`src/rtl/weight_fetch_ctrl.sv`:
```
// Read sequencer for the weight RAM array: sweeps an address range with credit-limited
// issue and drains BRAM words through a 2-entry skid FIFO as a valid/ready stream.
module weight_fetch_ctrl #(
  parameter int ADDR_W = 11,
  parameter int DEPTH  = 784,
  parameter int LANES  = 28,
  parameter int DATA_W = 8
) (
  input  logic                      CLK,
  input  logic                      RST,
  input  logic                      START,
  input  logic [ADDR_W-1:0]         BASE_ADDR,
  input  logic [ADDR_W:0]           LEN,
  output logic                      BUSY,
  output logic                      DONE,
  output logic                      MEM_EN,
  output logic [ADDR_W-1:0]         MEM_ADDR,
  input  logic [LANES*DATA_W-1:0]   MEM_RD_DATA,
  output logic                      OUT_VALID,
  input  logic                      OUT_READY,
  output logic [LANES*DATA_W-1:0]   OUT_DATA,
  output logic [ADDR_W-1:0]         OUT_INDEX,
  output logic                      OUT_LAST
);

  localparam int W  = LANES * DATA_W;
  localparam int CW = ADDR_W + 1;

  typedef enum logic {S_IDLE, S_RUN} state_t;

  state_t state_q, state_d;

  logic [CW-1:0]     len_q;
  logic [CW-1:0]     issued_q;
  logic [CW-1:0]     pushed_q;
  logic [ADDR_W-1:0] rd_ptr_q;
  logic [ADDR_W-1:0] addr_hold_q;
  logic              inflight_q;
  logic              done_q;

  logic [W-1:0]      fifo_data [0:1];
  logic [ADDR_W-1:0] fifo_idx  [0:1];
  logic              fifo_last [0:1];
  logic              head_q;
  logic              tail_q;
  logic [1:0]        occ_q;

  logic              pop;
  logic              push;
  logic              last_pop;
  logic              start_go;
  logic              start_empty;
  logic [2:0]        held;
  logic              mem_en;
  logic              done_d;

  assign OUT_VALID = (occ_q != 2'd0);
  assign OUT_DATA  = fifo_data[head_q];
  assign OUT_INDEX = fifo_idx[head_q];
  assign OUT_LAST  = OUT_VALID & fifo_last[head_q];

  assign pop      = OUT_VALID & OUT_READY;
  assign push     = inflight_q;
  assign last_pop = pop & OUT_LAST;

  // Words committed after this cycle's pop: buffered plus the one the BRAM is returning.
  assign held = {1'b0, occ_q} + {2'b00, inflight_q} - {2'b00, pop};

  assign start_go    = (state_q == S_IDLE) & START & (LEN != '0);
  assign start_empty = (state_q == S_IDLE) & START & (LEN == '0);

  assign mem_en   = (state_q == S_RUN) & (issued_q < len_q) & (held < 3'd2);
  assign MEM_EN   = mem_en;
  assign MEM_ADDR = mem_en ? rd_ptr_q : addr_hold_q;
  assign BUSY     = (state_q == S_RUN);
  assign DONE     = done_q;

  always_comb begin
    state_d = state_q;
    done_d  = 1'b0;
    case (state_q)
      S_IDLE: begin
        if (start_go)    state_d = S_RUN;
        if (start_empty) done_d  = 1'b1;
      end
      S_RUN: begin
        if (last_pop) begin
          state_d = S_IDLE;
          done_d  = 1'b1;
        end
      end
      default: state_d = S_IDLE;
    endcase
  end

  always_ff @(posedge CLK or posedge RST) begin
    if (RST) begin
      state_q <= S_IDLE;
      done_q  <= 1'b0;
    end else begin
      state_q <= state_d;
      done_q  <= done_d;
    end
  end

  always_ff @(posedge CLK or posedge RST) begin
    if (RST) begin
      len_q       <= '0;
      issued_q    <= '0;
      rd_ptr_q    <= '0;
      addr_hold_q <= '0;
      inflight_q  <= 1'b0;
    end else begin
      inflight_q <= mem_en;
      if (start_go) begin
        len_q    <= LEN;
        issued_q <= '0;
        rd_ptr_q <= BASE_ADDR;
      end else if (mem_en) begin
        issued_q    <= issued_q + CW'(1);
        addr_hold_q <= rd_ptr_q;
        rd_ptr_q    <= (rd_ptr_q == ADDR_W'(DEPTH - 1)) ? '0 : rd_ptr_q + ADDR_W'(1);
      end
    end
  end

  // Index and last flag travel with the data so the head entry is self-describing.
  always_ff @(posedge CLK or posedge RST) begin
    if (RST) begin
      fifo_data[0] <= '0;
      fifo_data[1] <= '0;
      fifo_idx[0]  <= '0;
      fifo_idx[1]  <= '0;
      fifo_last[0] <= 1'b0;
      fifo_last[1] <= 1'b0;
      head_q       <= 1'b0;
      tail_q       <= 1'b0;
      occ_q        <= 2'd0;
      pushed_q     <= '0;
    end else begin
      if (start_go) begin
        pushed_q <= '0;
      end else if (push) begin
        fifo_data[tail_q] <= MEM_RD_DATA;
        fifo_idx[tail_q]  <= pushed_q[ADDR_W-1:0];
        fifo_last[tail_q] <= (pushed_q == len_q - CW'(1));
        tail_q            <= ~tail_q;
        pushed_q          <= pushed_q + CW'(1);
      end
      if (pop) head_q <= ~head_q;
      occ_q <= occ_q + {1'b0, push} - {1'b0, pop};
    end
  end

endmodule

```
`config.mk`:
```
export PLATFORM = sky130hd
export DESIGN_NAME = weight_fetch_ctrl
export DESIGN_NICKNAME = d
export VERILOG_FILES = /design/src/rtl/weight_fetch_ctrl.sv
export SDC_FILE = /design/constraint.sdc
export NUM_CORES = 1
export LEC_CHECK = 0
export BUFFER_PORTS_ARGS = -buffer_cell sky130_fd_sc_hd__buf_2
export CORE_MARGIN = 4
export CORE_UTILIZATION = 30
export DETAILED_ROUTE_END_ITERATION = 7
export PLACE_DENSITY_LB_ADDON = 0.3
export SYNTH_ARGS = -nofsm -noshare
export SYNTH_HDL_FRONTEND = slang
export SYNTH_SLANG_ARGS = --single-unit
```
`constraint.sdc`:
```
create_clock -name CLK -period 31.6 [get_ports CLK]
set_input_delay 3.16 -clock CLK [delete_from_list [all_inputs] [get_ports CLK]]
set_output_delay 3.16 -clock CLK [all_outputs]
set_load 0.02 [all_outputs]
```
; ---- Word-level counts from Yosys, hierarchy flattened
; Cells that the tools add are included.
[classes]
mux = 32
n_shift = 0
div = 0
n_addsub = 8
n_bitwise = 14
order_cmp = 5
n_reduce_logical = 7
eq_ne = 2
n_mul = 0
[ops]
columns = cell, count
row1 = $mux W224, 4
row2 = $bwmux W448, 1
row3 = $demux W224 S1, 1
row4 = $mux W11, 8
row5 = $mux W12, 4
row6 = $add A12 B1 Y12 const B, 2
row7 = $bwmux W22, 1
row8 = $eq A12 B12 Y1, 1
row9 = $logic_not A12 Y1, 1
row10 = $lt A12 B12 Y1, 1
row11 = $reduce_bool A12 Y1, 1
row12 = $sub A12 B1 Y12 const B, 1
row13 = $add A11 B1 Y11 const B, 1
row14 = $demux W11 S1, 1
row15 = $eq A11 B10 Y1 const B, 1
row16 = $and A1 B1 Y1, 8
row17 = $mux W1, 8
row18 = $reduce_bool A2 Y1, 3
row19 = $ge A2 B2 Y1 const B, 2
row20 = $not A1 Y1, 4
row21 = $not A1 Y2, 2
row22 = $pmux W1 S2, 2
row23 = $add A2 B1 Y3, 1
row24 = $lt A3 B2 Y1 const B, 1
row25 = 8 further kinds, 8
[word_totals]
mem_bits_ro = 0
latch_bits = 0
inputBits = 251
ff_bits = 537
ramBits = 0
word_cells = 85
memories = 0

; ---- Logic depth before layout (Yosys ltp)
[depth]
depth_word = 8
mapped_depth = 16
depth_no_buf = 14

; ---- Worst setup path before layout
; No wires, ideal clock.
[synth_path]
path_kind = in2out
start = input port OUT_READY
end = output port MEM_ADDR[3]
arrival_time_ps = 5849
cell_stages = 13
path_slack_ps = 22591
path_cell_list = and2_1 ha_1 inv_1 ha_1 fa_1 xnor2_1 nor4b_1 o21a_4 nand2_4 buf_6 clkbuf_1 clkbuf_1 o21ai_0
[synth_via]
elab_chain_len = 5
[synth_rtl]
columns = item, line_no
row1 = "start, declared", 20  ; input logic OUT_READY,
row2 = $and A1 B1 Y1, 62  ; assign pop = OUT_VALID & OUT_READY;
row3 = $sub A3 B1 Y3, 67  ; assign held = {1'b0, occ_q} + {2'b00, inflight_q} - {2'b00, pop};
row4 = $lt A3 B2 Y1, 72  ; assign mem_en = (state_q == S_RUN) & (issued_q < len_q) & (held < 3'd2);
row5 = $and A1 B1 Y1, 72
row6 = $mux W11, -
row7 = "end, declared", 17  ; output logic [ADDR_W-1:0] MEM_ADDR,
; Every way passes these cells.

; ---- Worst setup path in the final report
[layout_path]
start = input port OUT_READY
end = output port MEM_ADDR[5]
[layout_via]
elab_chain_len = 5
[layout_rtl]
columns = item, line_no
row1 = $and A1 B1 Y1, 62
row2 = named net pop, 48  ; logic pop;
row3 = $sub A3 B1 Y3, 67
row4 = $lt A3 B2 Y1, 72
row5 = $and A1 B1 Y1, 72
row6 = $mux W11, -
; The timed path passes the listed nets, and every way through them passes these cells.

==> metrics.txt <==
vias post-DR=~17k; placement row count=just over 100; Post-Syn Nets=2,458; RSZ-0062 raised after global routing=no; detailed placement HPWL=41,000 um; largest net degree at the start of global routing=150; Initial Utilization=30.3%; status=completed; Fmax achieved=0.107 GHz; Core ar.=79,100 um^2; commonest non-fill, non-tap cells in the layout=nand2_1 (788), dfrtp_1 (536), buf_2 (501); post-synth top area share=a little under three fifths; # clock sinks=roughly 540; # hold bufs at CTS=0; Final min period=9.34 ns; sequential element share of the synthesized area=56.0%; initial antenna violation count=15; Peak VDD IR=0.0000955 V; Hold Path Class=reg -> reg; Die Ht=~290 um; post-cts resize count=0; number of global-route vias before repair=17.6k; first-pass GRT wire length=99,700 um; Pleak=~15 nW; Synth cell types=about 50; Least-Margin Pin Slew=~1.1 ns; Reg power frac=about a third; clock root cell=clkbuf_16; Final Hold Vio Count=0; CTS tree=yes; sw frac=39.0%; CTS HTree Levels=3; Die Area=around 85,000 um^2; global placement routability congestion=0.776; Antenna Nets Post-Route=0; Slew Viols, Final=0; Overflow after GRT=0; Area Overhead vs Synth=23.6%; Internal=~2.1 mW; Clock Skews=0.0247 ns; combinational share of power=44.3%; Worst Path Required=28.44 ns; P_sw=1.37 mW; Synth Warn #=0; clock share of power=21.6%; Yosys reg bits=approximately 540; # Max-Cap Violations=0; average size of a mapped cell=11.0 um^2; DR WL/cell=approximately 17 um; CTS clk-pin slew, worst paths=about 0.050 ns; crit path kind=in -> out; Post-synth EDFFs=0; Tcrit/Tclk final=29.6%; endpoints failing setup=0; vias per inst=4.53; top post-synthesis cells by area=dfrtp_1 (56%), mux2_2 (22%), nand2_1 (12%), clkbuf_1 (1.3%), buf_2 (0.90%); synthesized instance count=2,189; pwr/cell area=118 nW/um^2; TritonCTS buffer count=66; Layout Nets=2,919; Setup TNS Final=0 ns; DRT iter0 DRCs=695; number of remaining DRC errors=0; Die X=291 um; leading area contributor after synthesis=dfrtp_1; dpl cells=around 3.6k; WP data arrival=6.18 ns; Worst setup EP type=output port; Pre-Repair DR Iteration Count=5; Layout Cells excl Fill=3,760; CP Launch Type=input port; ys async rst share=100%; commonest non-fill, non-tap cell in the layout=nand2_1; CP max FO=42; Port Buf Inserts=around 500; post-CTS setup buffer count=0; routed wire length=between 60,000 and 70,000 um; Clk Latency, worst-skew pair=between 0.5 and 0.6 ns; share of layout cells above drive strength 1=approximately 41%; All-Layer GR Usage=between 10% and 20%; Main synth FF type=dfrtp_1; Slew headroom=24.7%; clk buf depth=3; Mapped Area=24,000 um^2; IO Count=502
==> critical path, cell delays in order <==
cell      delay [ns]
buf_2           0.12
and2_1          0.15
ha_1            0.27
inv_1           0.04
ha_1            0.18
fa_1            0.38
xnor2_1         0.13
nor4b_1         0.46
o21a_4          0.26
nand2_4         0.24
clkinv_1        0.41
nand2_1         0.13
nand2_1         0.08
buf_2           0.16
==> state kept, by name, summed over array words and instances (netlist names), 11 cells and up <==
signal,count
rd_ptr_q,11
fifo_idx,22
fifo_data,448
len_q,12
pushed_q,12
addr_hold_q,11
issued_q,12
==> power groups by stage <==
stage,sequential (mW),combinational (mW),clock (mW)
final,1.19,1.55,0.756
after global routing,1.24,1.69,0.811
after CTS,1.20,1.58,0.782
after detailed placement,1.21,1.57,0
after global placement,1.20,1.55,0
after floorplan,1.14,1.16,0
==> per-layer routing <==
metal / up-vias / part of all wire (%) / global-route usage, %
met3: 103 / 6.2 / 4.16
li1: 8219 / - / -
met2: 409 / 46 / 23.1
met1: 8303 / 44 / 18.8
met4: 8 / 2.7 / 4.58
met5: - / 0.077 / 0
==> area by class of cell <==
type / count / area [um^2]
Clock inverter: 22 / 285
Clock buffer: 94 / 1880
Tap cell: 1050 / 1310
Inverter: 21 / 86.3
Fill cell: 7964 / 49500
Multi-Input combinational cell: 1505 / 9970
Timing Repair Buffer: 519 / 2670
Sequential cell: 537 / 13400
Antenna cell: 12 / 30.0
==> synth_stat cells, drive strengths merged, types with 2 or more instances <==
library cell,number
a2111oi,2
a21oi,12
a31oi,10
and2,3
and3,7
and4,3
buf,46
clkbuf,80
dfrtp,537
ha,17
inv,20
mux2,469
mux2i,4
nand2,789
nand3,22
nand3b,4
nand4,10
nor2,34
nor2b,2
nor3,7
nor4,6
nor4b,3
o211ai,2
o21a,2
o21ai,33
o31ai,5
or3,5
or4,8
xnor2,20
xor2,16
==> cell families (layout without fill, tap and decap cells) <==
group	count (synthesis)	in the layout	synth area share (%)
AO/OA/AOI/OAI	70	70	1.85
XOR/XNOR	36	36	1.31
adder cells (fa/ha/maj)	18	18	0.970
buffers and inverters	147	656	2.55
flip-flops	537	537	56.0
multiplexers	473	473	22.2
other	0	12	0
AND/OR/NAND/NOR	908	908	15.1
==> final timing paths <==
kind | startpoint | to | slack, ns | depth (start not counted)
max | OUT_READY | MEM_ADDR[5] | 22.26 | 14
min | fifo_data[40] | fifo_data[40] | 0.46 | 2
max reg2reg | BUSY | fifo_data[284] | 27.42 | 5
min reg2reg | fifo_data[40] | fifo_data[40] | 0.46 | 2
max in group asynchronous | RST | head_q | 25.67 | 5
min in group asynchronous | RST | fifo_data[197] | 2.78 | 2
==> stage by stage <==
stage          utilization, %  hold slack [ns]  setup slack, ns  area, um^2  total power [mW]
2_1_floorplan               -            0.439            13.43       24000              2.30
3_3_place_gp             34.7            0.452            22.36       27500              2.75
3_5_place_dp             34.7            0.456            22.21       27500              2.78
4_1_cts                  37.5            0.470            22.20       29600              3.55
5_1_grt                  37.5            0.482            22.06       29700              3.74
6_report                 37.5            0.465            22.26       29700              3.50
(Power assumes the default switching activity.)
